===== src/rtl/trackball_emu_if.sv =====
`default_nettype none
// ============================================================================
// Module   : trackball_emu_if
// Purpose  : Joystick/mouse inputs and position-counter outputs of trackball_emu.
// Revision : 1.0
// ============================================================================
interface trackball_emu_if;
   logic       up;
   logic       down;
   logic       left;
   logic       right;
   logic       flip;
   logic       mouse_strobe;
   logic [8:0] mouse_dx;
   logic [8:0] mouse_dy;
   logic [3:0] horz;
   logic [3:0] vert;
   logic       horz_dir;
   logic       vert_dir;

   modport master (
      output up, down, left, right, flip, mouse_strobe, mouse_dx, mouse_dy,
      input  horz, vert, horz_dir, vert_dir
   );

   modport slave (
      input  up, down, left, right, flip, mouse_strobe, mouse_dx, mouse_dy,
      output horz, vert, horz_dir, vert_dir
   );
endinterface
`default_nettype wire


===== src/rtl/trackball_emu.sv =====
`default_nettype none
// ============================================================================
// Module   : trackball_emu
// Purpose  : Crystal Castles trackball emulation from joystick and mouse deltas.
//            Optional feature macro: TRACKBALL_ACCEL_EN (held-direction speed-up).
// Revision : 1.0
// ============================================================================
module trackball_emu #(
   parameter int TICK_DIV    = 50000,
   parameter int MAX_SPEED   = 4,
   parameter int ACCEL_STEPS = 16
) (
   input  wire logic      clk,
   input  wire logic      reset_n,
   trackball_emu_if.slave bus
);
   localparam int                   C_PRESC_W   = (TICK_DIV > 1) ? $clog2(TICK_DIV) : 1;
   localparam logic [C_PRESC_W-1:0] C_TICK_LAST = C_PRESC_W'(TICK_DIV - 1);

   logic [C_PRESC_W-1:0] presc_q;
   logic [C_PRESC_W-1:0] presc_d;
   logic                 tick;

   always_comb begin
      tick    = (presc_q == C_TICK_LAST);
      presc_d = tick ? '0 : presc_q + C_PRESC_W'(1);
   end

   always_ff @(posedge clk or negedge reset_n) begin
      if (!reset_n) begin
         presc_q <= '0;
      end else begin
         presc_q <= presc_d;
      end
   end

   // Axis 0 is horizontal (right positive), axis 1 vertical (down positive).
   logic [1:0] w_pos_in;
   logic [1:0] w_neg_in;
   logic [8:0] w_mouse_in [2];
   logic [3:0] w_count    [2];
   logic [1:0] w_dir;

   assign w_pos_in      = {bus.down, bus.right};
   assign w_neg_in      = {bus.up,   bus.left};
   assign w_mouse_in[0] = bus.mouse_dx;
   assign w_mouse_in[1] = bus.mouse_dy;

`ifdef TRACKBALL_ACCEL_EN
   typedef enum logic [0:0] {
      S_IDLE = 1'b0,
      S_RUN  = 1'b1
   } axis_state_t;

   localparam logic [2:0] C_MAX_SPEED = 3'(MAX_SPEED);
   localparam logic [7:0] C_HOLD_LAST = 8'(ACCEL_STEPS - 1);
`else
   // Speed is pinned to 1; the acceleration parameters are folded in only so
   // that both builds elaborate the same parameter set.
   localparam logic [2:0] C_FIXED_SPEED = 3'(1 + 0 * (MAX_SPEED + ACCEL_STEPS));
`endif

   for (genvar a = 0; a < 2; a++) begin : g_axis
      logic signed [1:0] req;
      logic        [2:0] mag;
      logic signed [3:0] joy_step;
      logic signed [3:0] mouse_step;
      logic signed [4:0] step;
      logic        [3:0] count_q;
      logic        [3:0] count_d;
      logic              dir_q;
      logic              dir_d;
`ifdef TRACKBALL_ACCEL_EN
      axis_state_t       state_q;
      axis_state_t       state_d;
      logic signed [1:0] last_q;
      logic signed [1:0] last_d;
      logic        [2:0] speed_q;
      logic        [2:0] speed_d;
      logic        [7:0] hold_q;
      logic        [7:0] hold_d;
      logic        [7:0] cur_hold;
`endif

      always_comb begin
         req = 2'sd0;
         if (w_pos_in[a] && !w_neg_in[a]) begin
            req = 2'sd1;
         end else if (w_neg_in[a] && !w_pos_in[a]) begin
            req = -2'sd1;
         end
         if (bus.flip) begin
            req = -req;
         end
      end

      always_comb begin
         mouse_step = 4'sd0;
         if (bus.mouse_strobe) begin
            if ($signed(w_mouse_in[a]) > 9'sd7) begin
               mouse_step = 4'sd7;
            end else if ($signed(w_mouse_in[a]) < -9'sd7) begin
               mouse_step = -4'sd7;
            end else begin
               mouse_step = $signed(w_mouse_in[a][3:0]);
            end
            if (bus.flip) begin
               mouse_step = -mouse_step;
            end
         end
      end

      always_comb begin
         joy_step = 4'sd0;
`ifdef TRACKBALL_ACCEL_EN
         mag      = 3'd1;
         cur_hold = 8'd0;
         state_d  = state_q;
         last_d   = last_q;
         speed_d  = speed_q;
         hold_d   = hold_q;
         if (tick) begin
            last_d = req;
            if (req == 2'sd0) begin
               state_d = S_IDLE;
               speed_d = 3'd1;
               hold_d  = 8'd0;
            end else begin
               state_d = S_RUN;
               // A new direction restarts at speed 1 and counts as its first held tick.
               if (state_q == S_RUN && req == last_q) begin
                  mag      = speed_q;
                  cur_hold = hold_q;
               end
               if (cur_hold == C_HOLD_LAST) begin
                  hold_d  = 8'd0;
                  speed_d = (mag < C_MAX_SPEED) ? mag + 3'd1 : mag;
               end else begin
                  hold_d  = cur_hold + 8'd1;
                  speed_d = mag;
               end
               joy_step = req[1] ? -$signed({1'b0, mag}) : $signed({1'b0, mag});
            end
         end
`else
         mag = C_FIXED_SPEED;
         if (tick && req != 2'sd0) begin
            joy_step = req[1] ? -$signed({1'b0, mag}) : $signed({1'b0, mag});
         end
`endif
      end

      always_comb begin
         step    = {joy_step[3], joy_step} + {mouse_step[3], mouse_step};
         count_d = count_q + step[3:0];
         dir_d   = (step != 5'sd0) ? !step[4] : dir_q;
      end

      always_ff @(posedge clk or negedge reset_n) begin
         if (!reset_n) begin
            count_q <= 4'd0;
            dir_q   <= 1'b0;
`ifdef TRACKBALL_ACCEL_EN
            state_q <= S_IDLE;
            last_q  <= 2'sd0;
            speed_q <= 3'd1;
            hold_q  <= 8'd0;
`endif
         end else begin
            count_q <= count_d;
            dir_q   <= dir_d;
`ifdef TRACKBALL_ACCEL_EN
            state_q <= state_d;
            last_q  <= last_d;
            speed_q <= speed_d;
            hold_q  <= hold_d;
`endif
         end
      end

      assign w_count[a] = count_q;
      assign w_dir[a]   = dir_q;
   end

   assign bus.horz     = w_count[0];
   assign bus.vert     = w_count[1];
   assign bus.horz_dir = w_dir[0];
   assign bus.vert_dir = w_dir[1];

endmodule
`default_nettype wire

===== src/flat_wrapper.sv =====
// flat-port wrapper written by rule: the top's interface ports become plain ports
module trackball_emu_flat 
#(
   parameter int TICK_DIV    = 50000,
   parameter int MAX_SPEED   = 4,
   parameter int ACCEL_STEPS = 16
)
  (clk, reset_n, bus_up, bus_down, bus_left, bus_right, bus_flip, bus_mouse_strobe, bus_mouse_dx, bus_mouse_dy, bus_horz, bus_vert, bus_horz_dir, bus_vert_dir);
  trackball_emu_if bus_i ();
  input  wire logic clk;
  input  wire logic reset_n;
  input wire logic [$bits(bus_i.up)-1:0] bus_up;
  input wire logic [$bits(bus_i.down)-1:0] bus_down;
  input wire logic [$bits(bus_i.left)-1:0] bus_left;
  input wire logic [$bits(bus_i.right)-1:0] bus_right;
  input wire logic [$bits(bus_i.flip)-1:0] bus_flip;
  input wire logic [$bits(bus_i.mouse_strobe)-1:0] bus_mouse_strobe;
  input wire logic [$bits(bus_i.mouse_dx)-1:0] bus_mouse_dx;
  input wire logic [$bits(bus_i.mouse_dy)-1:0] bus_mouse_dy;
  output wire logic [$bits(bus_i.horz)-1:0] bus_horz;
  output wire logic [$bits(bus_i.vert)-1:0] bus_vert;
  output wire logic [$bits(bus_i.horz_dir)-1:0] bus_horz_dir;
  output wire logic [$bits(bus_i.vert_dir)-1:0] bus_vert_dir;
  assign bus_i.up = bus_up;
  assign bus_i.down = bus_down;
  assign bus_i.left = bus_left;
  assign bus_i.right = bus_right;
  assign bus_i.flip = bus_flip;
  assign bus_i.mouse_strobe = bus_mouse_strobe;
  assign bus_i.mouse_dx = bus_mouse_dx;
  assign bus_i.mouse_dy = bus_mouse_dy;
  assign bus_horz = bus_i.horz;
  assign bus_vert = bus_i.vert;
  assign bus_horz_dir = bus_i.horz_dir;
  assign bus_vert_dir = bus_i.vert_dir;
  trackball_emu #(.TICK_DIV(TICK_DIV), .MAX_SPEED(MAX_SPEED), .ACCEL_STEPS(ACCEL_STEPS)) u_core (.clk(clk), .reset_n(reset_n), .bus(bus_i));
endmodule

===== config.mk =====
export PLATFORM = sky130hd
export DESIGN_NAME = trackball_emu_flat
export DESIGN_NICKNAME = d
export VERILOG_FILES = /design/src/rtl/trackball_emu_if.sv /design/src/rtl/trackball_emu.sv /design/src/flat_wrapper.sv
export SDC_FILE = /design/constraint.sdc
export NUM_CORES = 1
export LEC_CHECK = 0
export CORE_UTILIZATION = 30
export CTS_BUF_LIST = sky130_fd_sc_hd__clkbuf_2 sky130_fd_sc_hd__clkbuf_4 sky130_fd_sc_hd__clkbuf_8
export CTS_CLUSTER_DIAMETER = 100
export DETAILED_ROUTE_END_ITERATION = 12
export PLACE_DENSITY = 0.51
export SLEW_MARGIN = 10
export SYNTH_ARGS = -nofsm -noshare
export SYNTH_HDL_FRONTEND = slang
export SYNTH_SLANG_ARGS = --single-unit

===== constraint.sdc =====
create_clock -name clk -period 7.9 [get_ports clk]
set_input_delay 1.58 -clock clk [delete_from_list [all_inputs] [get_ports clk]]
set_output_delay 1.58 -clock clk [all_outputs]
set_load 0.02 [all_outputs]

==> metrics.yaml <==
rows: 28
crit_family: "adder cells"
synthFlopType: "dfrtp_1"
area_growth_pct: 25.8
worst_slew_pin_slew_ns: 0.422
die-area_um2: 6700
ctsRootBufferMaster: "clkbuf_8"
diodes: 0
cp_num_buf_inv: 1
grt_overflow: 0
tns_ns: 0
async_reset_ff_share_pct: 100
rsz0062_at_grt: "false"
clk_path_buf_depth: 2
final_util_pct: 40.0
cts_made_buffers: 3
grt_start_max_net_pins: 27
io_pins: 36
postCtsSetupRepairBufs: 0
clk_latency_ns: 0.28
fmax_mhz: 214
antenna_found_initial: 0
status: "finished, final reports clean"
wl_per_cell_um: 12.7
drc: 0
setup_viol: 0
finalWeightedCongestion: 0.711
slew_violations: 0
critPathMaxFanout: 3
syn-instance-count: 192
routed_wl_um: 3870
cp_cell_sequence: "clkdlybuf4s50_1, nor4_2, or3b_1, a21oi_2, ha_1, o21ai_0, a21oi_1, fa_1, ha_1, a21o_1, a21oi_1, xor2_1, xnor2_1"
grt_pass1_wl_um: 6330
numPortBuffers: 35
reg2reg_to: "u_core.bus.horz[3]$_DFF_PN0_"
r2r-start: "u_core.presc_q[0]$_DFF_PN0_"
vias_per_cell: 4.88
synth_cell_type_count: 45
vias: 1485
worst_ir_drop_vdd_uv: 75.4
setup.worst_path.start_class: "input port"
syn_area_per_cell_um2: 9.96
max_slew_margin_pct: 71.5
syn_nets: 243
grt_pass1_vias: 1398
synth.cell_area_um2: 1910
min_path_type: "flip-flop to flip-flop"
grt_usage_pct: 12.4
drtAntennaViolNets: 0
leakagePower_nw: 1.06
dp.final_hpwl_um: 3010
slowest_delay_ns: 0.60
finalHoldViolCount: 0
rrSetupSlack_ns: 4.78
drive_gt1_share_pct: 6.99
die_h_um: 81.9
maxCapViolations: 0
firstDrtPassIters: 4
core_um2: 6030
path_clk_slew_ns: 0.09
worst_hold_path.num_cells: 1
drt_iter0_drc: 39
worstPathRequired_ns: 8.10
nNetsFinal: 281
synth-edff-count: 0
yosysWarningCount: 0
clock-sinks: 26
hold_path_end: "u_core.presc_q[15]$_DFF_PN0_"
fin_crit_ns: 4.68
r2r_cells: 11
worstHoldStart: "u_core.presc_q[15]$_DFF_PN0_"
powerDensity_nw_per_um2: 178
start_util_pct: 31.7
timing.final.crit_share_pct: 59.2
htreeDepth: 1
synth_seq_area_share_pct: 34.0
ctsResizeCount: 0
cts_tree: "done"
critPathKind: "input port to flip-flop"
slowest_stage: "fa_1"
worst_setup_path_end_kind: "flip-flop"
dieWidth_um: 81.9
fin_skew_ns: 0.00668
synth-seq-cells: 26
crit_arrival_ns: 4.87
hold_buffers: 0
==> final cells by class <==
type,count,area [µm²]
tap,75,93.8
timing repair buffer,36,358
sequential,26,651
inverter,8,30.0
clock buffer,4,55.1
multi-input combinational,155,1220
fill,605,3620
==> registers in the layout, indices dropped and copies added (netlist names) <==
| register | flops |
|---|---|
| u_core.presc_q | 16 |
| u_core.bus.vert_dir | 1 |
| u_core.bus.horz_dir | 1 |
| u_core.bus.horz | 4 |
| u_core.bus.vert | 4 |
==> cell families after synthesis <==
kind of cell               Yosys count  share of synthesized area, %
and+or+nand+nor                     65                          20.7
AOI/OAI and AO/OA                   38                          12.5
DFF                                 26                          34.0
adders and majority gates           25                          17.9
xor gates and xnor gates            23                          10.5
buffers and inverters               11                          2.22
muxes                                4                          2.09
==> per-layer routing <==
metal	part of all wire, %	vias up	global-route usage (%)	routed length (µm)
met5	0	-	0	0
met4	1.2	0	4.21	48
met3	6.1	5	2.44	235
met2	41	29	19.1	1590
met1	51	673	17.1	1990
li1	-	778	-	-
==> per-stage QoR <==
stage               total power, W  hold slack [ns]  cells  area, µm²  setup WS [ns]
CTS                       0.000436            0.503    304       2410           3.18
global route              0.000457            0.540    304       2410           3.01
floorplan                 0.000267            0.465    192       1910           3.53
global placement          0.000344            0.489    300       2350           2.96
detailed placement        0.000344            0.486    300       2350           2.91
finish                    0.000429            0.496    304       2410           3.22
==> synth_stat cells, drive strengths merged, types with 2 or more instances <==
library cell	number	area share [%]
dfrtp	26	34
ha	21	14
a21oi	17	4.6
nor2	14	2.7
xor2	13	6.0
nand3	10	2.9
xnor2	10	4.6
inv	8	1.6
nand2	7	1.4
nand4	7	2.9
o21ai	7	2.0
a21o	4	1.6
fa	4	4.2
mux2i	4	2.1
nor3	4	1.0
and4	3	1.4
nor2b	3	0.98
nor4	3	1.3
or4	3	1.4
a2111oi	2	0.92
and3	2	0.78
clkbuf	2	0.39
nand3b	2	0.78
o21a	2	0.78
==> layout by cell type, fill, tap and decap left out, types with 2 or more instances in the layout <==
cell type	count
clkdlybuf4s50_1	35
dfrtp_1	26
ha_1	21
a21oi_1	16
nor2_1	14
xor2_1	13
xnor2_1	10
nand3_1	9
inv_1	8
nand2_1	7
o21ai_0	6
nand4_1	5
nor3_1	4
mux2i_1	4
a21o_1	4
fa_1	4
clkbuf_8	4
nor2b_1	3
nand3b_1	2
and3_2	2
nand4_2	2
and4_1	2
nor4_1	2
or4_1	2
a2111oi_0	2
o21a_1	2
==> how the worst max path moves through the flow <==
stage	slack, ns	start	cells past startpoint	endpoint
after detailed placement	2.91	bus_mouse_dy[7]	13	u_core.bus.vert[3]$_DFF_PN0_
after global placement	2.96	bus_mouse_dy[7]	13	u_core.bus.vert[3]$_DFF_PN0_
after global routing	3.01	bus_mouse_dy[7]	13	u_core.bus.vert[3]$_DFF_PN0_
final	3.22	bus_mouse_dy[7]	13	u_core.bus.vert[3]$_DFF_PN0_
after floorplan	3.53	bus_mouse_dy[7]	12	u_core.bus.vert[3]$_DFF_PN0_
after CTS	3.18	bus_mouse_dy[7]	13	u_core.bus.vert[3]$_DFF_PN0_
==> where the power goes <==
part | internal (W) | switching [W] | total, W
sequential | 0.000156 | 0.0000168 | 0.000173
combinational | 0.0000863 | 0.0000821 | 0.000168
clock | 0.0000446 | 0.0000429 | 0.0000875
total | 0.000287 | 0.000142 | 0.000429
Note: power is estimated with default switching activity, not from simulation.
